## src/rtl/serial_sub_pkg.sv

```systemverilog
// Shared types for the bit-serial subtractor.
package serial_sub_pkg;

  typedef enum logic [1:0] {S_IDLE, S_BUSY, S_DONE} sub_state_t;

endpackage

```

## src/rtl/serial_subtractor_if.sv

```systemverilog
// Operand/result handshake bundle for serial_subtractor.
// The overflow signal exists only when SERIAL_SUB_OVF_EN is defined.
interface serial_subtractor_if #(parameter int N = 8);
  logic         in_valid;
  logic         in_ready;
  logic [N-1:0] a;
  logic [N-1:0] b;
  logic         out_valid;
  logic         out_ready;
  logic [N-1:0] diff;
  logic         borrow;
`ifdef SERIAL_SUB_OVF_EN
  logic         overflow;
`endif

  modport master (
    output in_valid, a, b, out_ready,
`ifdef SERIAL_SUB_OVF_EN
    input  overflow,
`endif
    input  in_ready, out_valid, diff, borrow
  );

  modport slave (
    input  in_valid, a, b, out_ready,
`ifdef SERIAL_SUB_OVF_EN
    output overflow,
`endif
    output in_ready, out_valid, diff, borrow
  );
endinterface

```

## src/rtl/subtractor_1.sv

```systemverilog
// Single-bit full-subtractor cell: d = a - b - b_in, with borrow out.
module subtractor_1 (
  input  logic a,
  input  logic b,
  input  logic b_in,
  output logic d,
  output logic b_out
);
  assign d     = a ^ b ^ b_in;
  assign b_out = (~a & b) | (~(a ^ b) & b_in);
endmodule

```

## src/rtl/serial_subtractor.sv

```systemverilog
// Bit-serial unsigned subtractor, LSB first, one bit per clock through one cell.
// Optional signed overflow output enabled by SERIAL_SUB_OVF_EN.
module serial_subtractor
  import serial_sub_pkg::*;
#(
  parameter int N = 8
) (
  input  logic                 clk,
  input  logic                 rst,
  serial_subtractor_if.slave   bus
);
  localparam int CW = $clog2(N);

  sub_state_t    state;
  logic [CW-1:0] cnt;
  logic [N-1:0]  a_sh, b_sh, diff_q;
  logic          bw, in_ready_q, out_valid_q;
  logic          d_bit, bw_nxt;
`ifdef SERIAL_SUB_OVF_EN
  logic          ovf_q;
`endif

  subtractor_1 u_cell (
    .a    (a_sh[0]),
    .b    (b_sh[0]),
    .b_in (bw),
    .d    (d_bit),
    .b_out(bw_nxt)
  );

  always_ff @(posedge clk) begin
    if (rst) begin
      state       <= S_IDLE;
      cnt         <= '0;
      a_sh        <= '0;
      b_sh        <= '0;
      bw          <= 1'b0;
      diff_q      <= '0;
      in_ready_q  <= 1'b1;
      out_valid_q <= 1'b0;
`ifdef SERIAL_SUB_OVF_EN
      ovf_q       <= 1'b0;
`endif
    end else begin
      case (state)
        S_IDLE: begin
          if (bus.in_valid) begin
            a_sh       <= bus.a;
            b_sh       <= bus.b;
            cnt        <= '0;
            bw         <= 1'b0;
            in_ready_q <= 1'b0;
            state      <= S_BUSY;
          end
        end
        S_BUSY: begin
          a_sh   <= a_sh >> 1;
          b_sh   <= b_sh >> 1;
          bw     <= bw_nxt;
          diff_q <= {d_bit, diff_q[N-1:1]};
          if (cnt == CW'(N-1)) begin
            out_valid_q <= 1'b1;
            state       <= S_DONE;
`ifdef SERIAL_SUB_OVF_EN
            // On the last bit the shift-reg LSBs hold the latched operand MSBs.
            ovf_q       <= (a_sh[0] ^ b_sh[0]) & (a_sh[0] ^ d_bit);
`endif
          end else begin
            cnt <= cnt + CW'(1);
          end
        end
        S_DONE: begin
          if (bus.out_ready) begin
            out_valid_q <= 1'b0;
            in_ready_q  <= 1'b1;
            state       <= S_IDLE;
          end
        end
        default: begin
          out_valid_q <= 1'b0;
          in_ready_q  <= 1'b1;
          state       <= S_IDLE;
        end
      endcase
    end
  end

  assign bus.in_ready  = in_ready_q;
  assign bus.out_valid = out_valid_q;
  assign bus.diff      = diff_q;
  assign bus.borrow    = bw;
`ifdef SERIAL_SUB_OVF_EN
  assign bus.overflow  = ovf_q;
`endif

endmodule

```

## src/flat_wrapper.sv

```systemverilog
// flat-port wrapper written by rule: the top's interface ports become plain ports
module serial_subtractor_flat import serial_sub_pkg::*;
#(
  parameter int N = 8
)
  (clk, rst, bus_in_valid, bus_a, bus_b, bus_out_ready, bus_in_ready, bus_out_valid, bus_diff, bus_borrow);
  serial_subtractor_if #(.N(N)) bus_i ();
  input  logic clk;
  input  logic rst;
  input wire logic [$bits(bus_i.in_valid)-1:0] bus_in_valid;
  input wire logic [$bits(bus_i.a)-1:0] bus_a;
  input wire logic [$bits(bus_i.b)-1:0] bus_b;
  input wire logic [$bits(bus_i.out_ready)-1:0] bus_out_ready;
  output wire logic [$bits(bus_i.in_ready)-1:0] bus_in_ready;
  output wire logic [$bits(bus_i.out_valid)-1:0] bus_out_valid;
  output wire logic [$bits(bus_i.diff)-1:0] bus_diff;
  output wire logic [$bits(bus_i.borrow)-1:0] bus_borrow;
  assign bus_i.in_valid = bus_in_valid;
  assign bus_i.a = bus_a;
  assign bus_i.b = bus_b;
  assign bus_i.out_ready = bus_out_ready;
  assign bus_in_ready = bus_i.in_ready;
  assign bus_out_valid = bus_i.out_valid;
  assign bus_diff = bus_i.diff;
  assign bus_borrow = bus_i.borrow;
  serial_subtractor #(.N(N)) u_core (.clk(clk), .rst(rst), .bus(bus_i));
endmodule
```

## config.mk

```make
export PLATFORM = sky130hd
export DESIGN_NAME = serial_subtractor_flat
export DESIGN_NICKNAME = d
export VERILOG_FILES = /design/src/rtl/serial_sub_pkg.sv /design/src/rtl/serial_subtractor_if.sv /design/src/rtl/subtractor_1.sv /design/src/rtl/serial_subtractor.sv /design/src/flat_wrapper.sv
export SDC_FILE = /design/constraint.sdc
export NUM_CORES = 1
export LEC_CHECK = 0
export CAP_MARGIN = 40
export CELL_PAD_IN_SITES_DETAIL_PLACEMENT = 0
export CELL_PAD_IN_SITES_GLOBAL_PLACEMENT = 1
export CORE_MARGIN = 2
export CORE_UTILIZATION = 29
export DETAILED_ROUTE_END_ITERATION = 10
export GPL_TIMING_DRIVEN = 0
export PLACE_DENSITY_LB_ADDON = 0.1
export SLEW_MARGIN = 20
export SYNTH_ARGS = -nofsm -noshare
export SYNTH_HDL_FRONTEND = slang
export SYNTH_SLANG_ARGS = --single-unit
```

## constraint.sdc

```tcl
create_clock -name clk -period 3.1 [get_ports clk]
set_input_delay 0.62 -clock clk [delete_from_list [all_inputs] [get_ports clk]]
set_output_delay 0.62 -clock clk [all_outputs]
set_load 0.02 [all_outputs]
```

==> impl_metrics.json <==
{
  "maxCapViolCount": 0,
  "internal_power_mw": 0.685,
  "drt_iter0_drc": 41,
  "p_sw_mw": 0.234,
  "die_area_um2": 5490,
  "syn-num-nets": 168,
  "layout.cells.most_common": "dfxtp_1",
  "clock_path_buffers": 2,
  "fmax_mhz": 524,
  "grt_pass1_vias": 1131,
  "ios": 31,
  "start_util_pct": 30.2,
  "r2r-end": "u_core.cnt[0]",
  "final_cell_mix": "dfxtp_1, clkdlybuf4s50_1, nor2_1",
  "wl_per_cell_um": 12.0,
  "overflow": 0,
  "p_clk_share_pct": 35.9,
  "cp.depth": 1,
  "portBuffers": 30,
  "routed-via-count": 1145,
  "grt_max_degree": 11,
  "p_seq_share_pct": 48.8,
  "drcViolationCount": 0,
  "cpPeakStageDelay_ns": 0.62,
  "fin_skew_ns": 0.00377,
  "r2r_cells": 5,
  "cts_tree": "yes",
  "gp_congestion": 0.714,
  "hold_viol_final": 0,
  "critPathBufInv": 1,
  "setup.worst_path.start": "u_core.bus.borrow",
  "ys_warn_count": 0,
  "placement_rows": 25,
  "regToRegStartpoint": "u_core.state[0]",
  "viasPerCell": 4.58,
  "slew_headroom_pct": 56.3,
  "holdPathStages": 2,
  "syn_to_final_growth_pct": 33.5,
  "die_height_um": 74.1,
  "drt_pass1_iterations": 4,
  "fin_area_um2": 1900,
  "synthFlopType": "dfxtp_1",
  "slew_viol_final": 0,
  "syn-cell-area_um2": 1430,
  "crit_family": "buffers and inverters",
  "min_from": "u_core.bus.diff[0]",
  "nets": 205,
  "combPwrFrac_pct": 15.4,
  "syn_inst": 145,
  "drive_above_1_share_pct": 16.9,
  "htree_levels": 2,
  "crit_end": "bus_borrow",
  "cts_buffers": 5,
  "period_needed_ns": 1.91,
  "post_cts_resized": 0,
  "antenna_cells": 0,
  "cp_cell_sequence": "clkdlybuf4s50_1",
  "yosys.cell_types.count": 29,
  "yosys_register_bits": 32,
  "period_share_pct": 61.6,
  "fillCellCount": 470,
  "critPathArrivalTime_ns": 1.29,
  "power_leakage_nw": 0.716,
  "rsz0062_at_grt": "false",
  "async_reset_ff_share_pct": 0,
  "ys_seq_area_share_pct": 45.0,
  "worstMarginPinSlew_ns": 0.656,
  "postCtsHoldBufs": 0,
  "die_w_um": 74.1,
  "avgSynthCellArea_um2": 9.83,
  "cp.required_ns": 2.48,
  "worstSkewPairLatency_ns": 0.28,
  "grt_pass1_wl_um": 5090,
  "postCtsSetupRepairBufs": 0,
  "clk_pin_slew_worst_paths_ns": 0.07,
  "wl_um": 3010,
  "antenna_left": 0,
  "antenna_found_initial": 0,
  "critPathKind": "reg2out",
  "setup_viol": 0,
  "clock-sinks": 32,
  "placed_area_um2": 1810,
  "startpoint_type": "flip-flop",
  "finalSetupTns_ns": 0,
  "swShare_pct": 25.5,
  "regToRegSetupSlack_ns": 1.79,
  "grt_usage_pct": 12.2,
  "ir_drop_mv": 0.195,
  "p_per_area_nw_per_um2": 484,
  "status": "finished, final reports clean",
  "dpl.hpwl_um": 2170,
  "critPathSlowestCell": "clkdlybuf4s50_1",
  "synth_edf_count": 0,
  "crit_fanout": 3,
  "core_area_um2": 4720,
  "root_buffer": "clkbuf_8",
  "crit_path_end_kind": "output pin",
  "min_path_type": "reg2reg",
  "finalHoldWorstSlack_ns": 0.457
}
==> metal layers <==
metal	share of wire, %	vias up	track usage, %
li1	-	577	-
met1	47	537	14.8
met2	47	26	20.0
met3	5.1	5	4.07
met4	1.1	0	4.85
met5	0	-	0
==> through the flow <==
step	power (mW)	util (%)	worst slack, ns	cells
final	0.920	40.3	1.19	250
after global routing	0.968	40.3	1.14	250
after CTS	0.934	40.3	1.18	250
after detailed placement	0.602	38.3	0.980	242
after global placement	0.597	38.3	0.999	242
after floorplan	0.547	-	1.80	145
==> cell type report <==
cell class	count	area [µm²]	area share, %
Tap cell	67	83.8	4.41
Sequential cell	32	641	33.7
Inverter	1	3.75	0.197
Clock buffer	6	82.6	4.34
Multi-Input combinational cell	100	697	36.6
Clock inverter	2	10.0	0.526
Timing Repair Buffer	30	300	15.8
Buffer	12	83.8	4.41
==> power by group through the flow <==
stage / registers, mW / logic, mW / clock network (mW)
5_1_grt: 0.452 / 0.155 / 0.360
6_report: 0.449 / 0.141 / 0.330
3_5_place_dp: 0.458 / 0.144 / 0
3_3_place_gp: 0.457 / 0.140 / 0
2_1_floorplan: 0.460 / 0.0878 / 0
4_1_cts: 0.449 / 0.144 / 0.342
==> flip-flops by register name, indices dropped and copies added, names as in the netlist <==
| register | cells |
|---|---|
| u_core.state | 2 |
| u_core.bus.out_valid | 1 |
| u_core.bus.borrow | 1 |
| u_core.cnt | 3 |
| u_core.bus.in_ready | 1 |
| u_core.a_sh | 8 |
| u_core.b_sh | 8 |
| u_core.bus.diff | 8 |
==> synthesized netlist by cell type (2+ instances only) <==
library cell | instances | share of area, %
nor3_1 | 2 | 0.70
a22o_1 | 2 | 1.2
buf_6 | 4 | 3.2
ha_1 | 2 | 1.8
nand2b_1 | 2 | 0.88
a211oi_2 | 10 | 8.8
buf_2 | 4 | 1.4
nand2_1 | 17 | 4.5
nor2_1 | 21 | 5.5
buf_1 | 2 | 0.53
a211oi_1 | 5 | 2.6
a21oi_1 | 12 | 4.2
dfxtp_1 | 32 | 45
mux2i_1 | 14 | 9.8
o21bai_1 | 2 | 1.1
==> tightest hold or removal path, stage by stage, from the launching register on <==
cell	delay (ns)
dfxtp_1	0.31
nand2_1	0.05
a21oi_1	0.05
==> how the worst min path moves through the flow <==
stage,to,slack (ns)
CTS,u_core.bus.diff[0],0.46
global route,u_core.bus.diff[5],0.49
global placement,u_core.bus.diff[0],0.45
floorplan,u_core.cnt[1],0.45
finish,u_core.bus.diff[0],0.46
detailed placement,u_core.bus.diff[0],0.45
==> logic make-up (layout without fill, tap and decap cells) <==
| logic type | Yosys count | in the layout | share of synthesized area, % |
|---|---|---|---|
| muxes | 15 | 15 | 10.6 |
| AOI/OAI and AO/OA | 36 | 36 | 21.4 |
| buffers and inverters | 13 | 51 | 6.15 |
| DFF | 32 | 32 | 45.0 |
| and+or+nand+nor | 46 | 46 | 13.7 |
| adders and majority gates | 3 | 3 | 3.16 |
Power figures use the tool's default switching activity.
